$ cat src/rtl/cfd_run_ctrl.sv
// rtl/cfd_run_ctrl.sv - multi-channel kernel launch/iterate controller with elapsed-cycle count
// Optional WAIT watchdog: define RUN_CTRL_WATCHDOG_EN.
module cfd_run_ctrl #(
    parameter int NCH     = 4,
    parameter int ITER_W  = 16,
    parameter int CNT_W   = 32,
    parameter int TIMEOUT = 1024
) (
    input  logic              clock,
    input  logic              reset,
    input  logic              ce,
    input  logic              i_start,
    input  logic [ITER_W-1:0] i_iter,
    output logic              o_busy,
    output logic              o_done,
    output logic              o_err,
    output logic [CNT_W-1:0]  o_cycles,
    output logic [ITER_W-1:0] o_iter,
    output logic [NCH-1:0]    o_run_req,
    input  logic [NCH-1:0]    i_run_busy
);

    typedef enum logic [1:0] {
        S_IDLE,
        S_LAUNCH,
        S_WAIT,
        S_DONE
    } state_t;

    state_t            state;
    state_t            state_nxt;
    logic [ITER_W-1:0] iter_lat;
    logic [ITER_W-1:0] iter_inc;
    logic [NCH-1:0]    seen_mask;
    logic [CNT_W-1:0]  cycles_inc;
    logic              seen_full;
    logic              exit_ok;
    logic              last_iter;
    logic              timeout_hit;

    // A channel counts as finished once it has been seen busy and is now idle
    assign seen_full  = &seen_mask;
    assign exit_ok    = seen_full && (i_run_busy == '0);
    assign iter_inc   = o_iter + 1'b1;
    assign last_iter  = !(iter_inc < iter_lat);
    assign cycles_inc = (&o_cycles) ? o_cycles : o_cycles + 1'b1;

`ifdef RUN_CTRL_WATCHDOG_EN
    localparam int WD_W = $clog2(TIMEOUT + 1);

    logic [WD_W-1:0] wd_cnt;
    logic            err_q;

    assign timeout_hit = (state == S_WAIT) && !seen_full &&
                         (wd_cnt == WD_W'(TIMEOUT - 1));
    assign o_err       = err_q;

    always_ff @(posedge clock) begin
        if (reset) begin
            wd_cnt <= '0;
            err_q  <= 1'b0;
        end else if (ce) begin
            case (state)
                S_IDLE:   if (i_start) err_q <= 1'b0;
                S_LAUNCH: wd_cnt <= '0;
                S_WAIT: begin
                    if (!seen_full) wd_cnt <= wd_cnt + 1'b1;
                    if (timeout_hit) err_q <= 1'b1;
                end
                default: ;
            endcase
        end
    end
`else
    assign timeout_hit = 1'b0;
    assign o_err       = 1'b0;
`endif

    always_ff @(posedge clock) begin
        if (reset) begin
            state     <= S_IDLE;
            iter_lat  <= '0;
            o_cycles  <= '0;
            o_iter    <= '0;
            seen_mask <= '0;
        end else if (ce) begin
            state <= state_nxt;
            case (state)
                S_IDLE: begin
                    if (i_start) begin
                        iter_lat <= i_iter;
                        o_cycles <= '0;
                        o_iter   <= '0;
                    end
                end
                S_LAUNCH: begin
                    seen_mask <= '0;
                    o_cycles  <= cycles_inc;
                end
                S_WAIT: begin
                    seen_mask <= seen_mask | i_run_busy;
                    o_cycles  <= cycles_inc;
                    if (exit_ok) o_iter <= iter_inc;
                end
                default: ;
            endcase
        end
    end

    always_comb begin
        state_nxt = state;
        o_run_req = '0;
        o_busy    = 1'b1;
        o_done    = 1'b0;
        case (state)
            S_IDLE: begin
                o_busy = 1'b0;
                if (i_start) state_nxt = (i_iter == '0) ? S_DONE : S_LAUNCH;
            end
            S_LAUNCH: begin
                o_run_req = '1;
                state_nxt = S_WAIT;
            end
            S_WAIT: begin
                if (exit_ok)          state_nxt = last_iter ? S_DONE : S_LAUNCH;
                else if (timeout_hit) state_nxt = S_DONE;
            end
            S_DONE: begin
                o_done    = 1'b1;
                state_nxt = S_IDLE;
            end
            default: state_nxt = S_IDLE;
        endcase
    end

endmodule

$ cat config.mk
export PLATFORM = sky130hd
export DESIGN_NAME = cfd_run_ctrl
export DESIGN_NICKNAME = d
export VERILOG_FILES = /design/src/rtl/cfd_run_ctrl.sv
export SDC_FILE = /design/constraint.sdc
export NUM_CORES = 1
export LEC_CHECK = 0
export ABC_CLOCK_PERIOD_IN_PS = 4900
export CAP_MARGIN = 20
export CORE_AREA = 8 8 73 122
export DETAILED_ROUTE_END_ITERATION = 8
export DIE_AREA = 0 0 81 130
export GPL_TIMING_DRIVEN = 0
export PLACE_DENSITY = 0.84
export SLEW_MARGIN = 20
export SYNTH_ARGS = -nofsm -noshare
export SYNTH_HDL_FRONTEND = slang
export SYNTH_SLANG_ARGS = --single-unit
$ cat constraint.sdc
create_clock -name clock -period 4.9 [get_ports clock]
set_input_delay 0.49 -clock clock [delete_from_list [all_inputs] [get_ports clock]]
set_output_delay 0.49 -clock clock [all_outputs]
set_load 0.01 [all_outputs]
==> Yosys cells after proc, flatten, opt, wreduce, memory -nomap -nowiden <==
Index checks and enable logic that the tools add are counted.
{ "word_totals": {"regBits": 70, "latchBits": 0, "ramBits": 0, "rom_bits": 0, "inputBits": 24, "output_inout_bits": 55, "wordCells": 45, "memories": 0} }
{ "op_classes": {"add_sub_neg": 2, "multipliers": 0, "div": 0, "n_lt_le_gt_ge": 1, "eq_ne": 6, "shift": 0, "mux": 15, "bitwise": 1, "n_reduce_logical": 15} }
{ "ops": {"columns": ["op", "count"], "rows": [
  ["32-bit two-way mux", 2],
  ["32-bit case mux with 2 select lines", 1],
  ["32-bit by 1-bit adder with 32-bit output (second input constant)", 1],
  ["16-bit two-way mux", 2],
  ["16-bit case mux with 2 select lines", 1],
  ["32-bit AND reduction", 1],
  ["16-bit by 1-bit adder with 16-bit output (second input constant)", 1],
  ["16-bit zero test", 1],
  ["16-bit less-than comparator", 1],
  ["4-bit AND reduction", 3],
  ["2-bit two-way mux", 4],
  ["2-bit case mux with 4 select lines", 1],
  ["4-bit case mux with 2 select lines", 1],
  ["2-bit != test (second input constant)", 3],
  ["3-bit AND reduction", 2],
  ["2-bit nonzero test", 3],
  ["2-bit == test (second input constant)", 2],
  ["4-bit zero test", 1],
  ["4-bit two-way mux", 1],
  ["4-bit bitwise OR", 1],
  ["2-bit by 1-bit == test with 1-bit output (second input constant)", 1],
  ["2-bit zero test", 1],
  ["1-bit two-way mux", 2],
  ["2-bit AND reduction", 1],
  ["2 further kinds", 2]
]} }

==> Longest topological paths before layout <==
{ "depth": {"ltp_word": 5, "depth_mapped": 11, "depth_no_buf": 11} }

==> Worst setup path after synthesis <==
OpenSTA, ideal clock, no wires.
{ "synth_path": {"path_type": "reg-to-reg", "from": "register o_iter[0]", "to": "register state[1]", "setup_time_ns": 0.139, "arrival_ns": 2.951, "required_time_ns": 4.761, "setup_slack_ns": 1.810, "path_stages_with_launch": 12, "path_buffers": 0, "period_less_slack_ns": 3.090, "path_cell_list": "dfxtp_1 ha_1 nand2_1 nor3b_1 nand3_1 xnor2_1 ha_1 o21ai_0 o22ai_1 or4_1 a2111oi_0 a221oi_1"} }
{ "synth_between": {"elab_chain_cells": 5} }
{ "synth_rtl": {"columns": ["item", "line", "text"], "rows": [
  ["start, declared", "18", "output logic [ITER_W-1:0] o_iter,"],
  ["start signal, assigned", "103", "if (exit_ok) o_iter <= iter_inc;"],
  ["16-bit by 1-bit adder with 16-bit output", "44", "assign iter_inc = o_iter + 1'b1;"],
  ["16-bit less-than comparator", "45", "assign last_iter = !(iter_inc < iter_lat);"],
  ["2-bit two-way mux (2 in series)", "125", "if (exit_ok) state_nxt = last_iter ? S_DONE : S_LAUNCH;"],
  ["2-bit case mux with 4 select lines", "115", "case (state)"],
  ["end signal, assigned", "87", "state <= state_nxt;"],
  ["end, declared", "30", "state_t state;"]
]} }
No other way between the ends. The select of a mux whose other input is x is not followed.
A chain may end at the register's enable or synchronous reset.

==> Worst setup path after layout <==
Ends and elaborated chain as after synthesis.

==> impl_metrics.ini <==
[run_status]
status = complete, no violations

[routing]
met2_length_um = 6110
wl_um = 11200
route.detailed.drc = 0
dr.pass1.iters = 5
drt-met1-wl_um = 4030
wl_met3_um = 633
vias = 4082
initialDrtViolationCount = 270
top_layer = met4
ant_nets = 0
via_per_inst = 6.09
wl_per_cell_um = 16.7

[synth]
ys_types = 51
synthFlopType = dfxtp_1
yosysWarnings = 0
syn-cell-area_mm2 = 0.00392
synth_top_area_share = 0.357
synth_top_cell_by_area = dfxtp_1
synth_area_per_cell_um2 = 7.97
synth_area_leaders = dfxtp_1 (36%), a21oi_1 (7.0%), ha_1 (6.7%)
synthCells = 492
ys_seq_area_frac = 0.357
synthArstFlopShare = 0
syn_nets = 537
synth_edf_count = 0
ys_ff_latch = 70

[clock_tree]
insertion_delay_ns = 0.34
cts-resized-gates = 0
cts_max_path_buffers = 2
clock-root-buffer = clkbuf_16
post_cts_buffers = 0
cts_max_level = 3
cts_tree = built
numCtsBuffers = 9
holdBufCountCts = 0
clock_sinks = 70
clk_pin_slew_ns = 0.06

[worst_setup_path]
crit_path_end_kind = flip-flop
critPathLaunchType = flip-flop
reg2reg_depth = 11
path_class = reg -> reg
cp.arrival_ns = 3.94
worstPathCellList = ha_1 > nand2_1 > nor3b_1 > nand3_1 > xnor2_1 > ha_1 > o21ai_0 > o22ai_1 > or4_1 > a2111oi_0 > a221oi_1
critPathMaxFanout = 7
crit_end = state[1]
r2r-start = o_iter[0]
reg2reg_slack_ns = 1.15
slowest_delay_ns = 0.58
rr_endpoint = state[1]
required_ns = 5.09
crit_top_cell = ha_1
cp_slowest_cell = nor3b_1
critPathLaunch = o_iter[0]

[timing]
worstMarginPinSlew_ns = 0.737
rsz0062_at_grt = no
hold_violations = 0
setup_viol_count_final = 0
slew_violations = 0
skew_ns = 0.00836
finalSetupTns_ns = 0
finalCriticalPeriod_ns = 3.75
max_slew_margin = 0.504
final.period_utilization = 0.766
fmax_ghz = 0.267

[pwr]
internal-power_mw = 1.09
comb_power_share = 0.107
power_frac_clock = 0.484
ir_drop_v = 0.000229
switching_share = 0.245
leakagePower_nw = 1.72
cellPowerDensity_mw_per_mm2 = 283
p_switching_mw = 0.354
seq_power_share = 0.409

[floorplan]
io_pins = 79
initial_core_util = 0.546
die_y_um = 130
row_count = 41
die_w_um = 81
die_area_mm2 = 0.0105
coreArea_mm2 = 0.00718

[finish]
num-fill-cells = 602
utilization = 0.711
drive_gt1_frac = 0.0565
final_common_cell = clkdlybuf4s50_1
final_cell_mix = clkdlybuf4s50_1 (76), dfxtp_1 (70), nand2_1 (56)
syn_to_final_growth_pct = 30.2
final_nets = 624
n_antenna_cell = 0
ff_latch_area_mm2 = 0.00140
multiInputGateArea_mm2 = 0.00227

[worst_hold_path]
hold_class = reg -> reg

[global_routing]
grt_pass1_wl_um = 17800
grt_usage = 0.215
grt_max_degree = 13
overflow = 0
antenna_found_initial = 0
grt_pass1_vias = 3950

[run]
cap_violations = 0

[placement]
place_congestion = 0.913
port_buffers = 76
hpwl_um = 8510
## final cells by class
cell class / instances / area share
multi-input combinational: 365 / 0.445
tap: 86 / 0.0211
buffer: 27 / 0.0267
clock buffer: 9 / 0.0441
clock inverter: 7 / 0.0174
sequential: 70 / 0.275
inverter: 30 / 0.0221
timing repair buffer: 76 / 0.149
## layer usage
metal  GRT usage  up-vias
met5           0        -
met4       0.132        0
met3      0.0413       33
met2       0.399      151
met1       0.207     1908
li1            -     1990
## critical path, delay by kind of cell (launching register included)
family          cells  cell delay, ns
compound gates      4            1.01
fa+ha+maj           2            0.57
xor+xnor            1            0.24
simple gates        4            1.32
flops               1            0.45
## worst min path at each step
| stage | from | endpoint | slack, ns | cells after the start |
|---|---|---|---|---|
| floorplan | seen_mask[3] | seen_mask[3] | 0.43 | 2 |
| global placement | seen_mask[2] | seen_mask[2] | 0.44 | 2 |
| detailed placement | iter_lat[11] | iter_lat[11] | 0.45 | 2 |
| CTS | iter_lat[14] | iter_lat[14] | 0.46 | 2 |
| global route | iter_lat[10] | iter_lat[10] | 0.49 | 2 |
| finish | iter_lat[14] | iter_lat[14] | 0.46 | 2 |
## flip-flops by register name, summed over array words and instances, names as in the netlist
name	flops
o_iter	16
iter_lat	16
state	2
o_cycles	32
seen_mask	4
## logic make-up (layout without fill, tap and decap cells)
kind of cell    Yosys count  in the layout  synth area share
xor+xnor                 17             17            0.0380
other cells               1              1          0.000956
simple gates            196            196             0.270
compound gates          130            130             0.203
flops                    70             70             0.357
buf+inv                  57            149            0.0635
fa+ha+maj                21             21            0.0670
## cells in the mapped netlist, drive strengths merged (2+ instances only)
cell,count
nor3,6
a31o,3
ha,21
nor2,21
and3,9
o21a,2
nor4,10
nor4b,2
o31ai,6
or3,24
xor2,8
a22oi,2
a2111o,2
nand3,23
a211oi,4
o21ai,27
a31oi,7
nand2,56
nand4,16
xnor2,9
a311oi,10
nand2b,4
a2111oi,3
or4,11
and4,9
and2,2
clkbuf,22
a41oi,2
buf,5
inv,30
dfxtp,70
a21oi,55
## power groups by stage
stage | registers, mW | logic (mW) | clock network, mW
after floorplan | 0.602 | 0.0907 | 0
after global placement | 0.603 | 0.150 | 0
after detailed placement | 0.604 | 0.154 | 0
after CTS | 0.591 | 0.155 | 0.704
after global routing | 0.593 | 0.171 | 0.729
final | 0.591 | 0.155 | 0.698
## metrics by stage
step / worst slack (ns) / area (um2) / std cells / hold slack [ns] / power, mW
detailed placement: 1.27 / 4790 / 654 / 0.452 / 0.757
floorplan: 1.81 / 3920 / 492 / 0.429 / 0.692
finish: 1.15 / 5100 / 670 / 0.459 / 1.44
global placement: 1.38 / 4790 / 654 / 0.441 / 0.752
CTS: 1.25 / 5100 / 670 / 0.462 / 1.45
global route: 0.940 / 5100 / 670 / 0.486 / 1.49
Power figures use the tool's default switching activity.
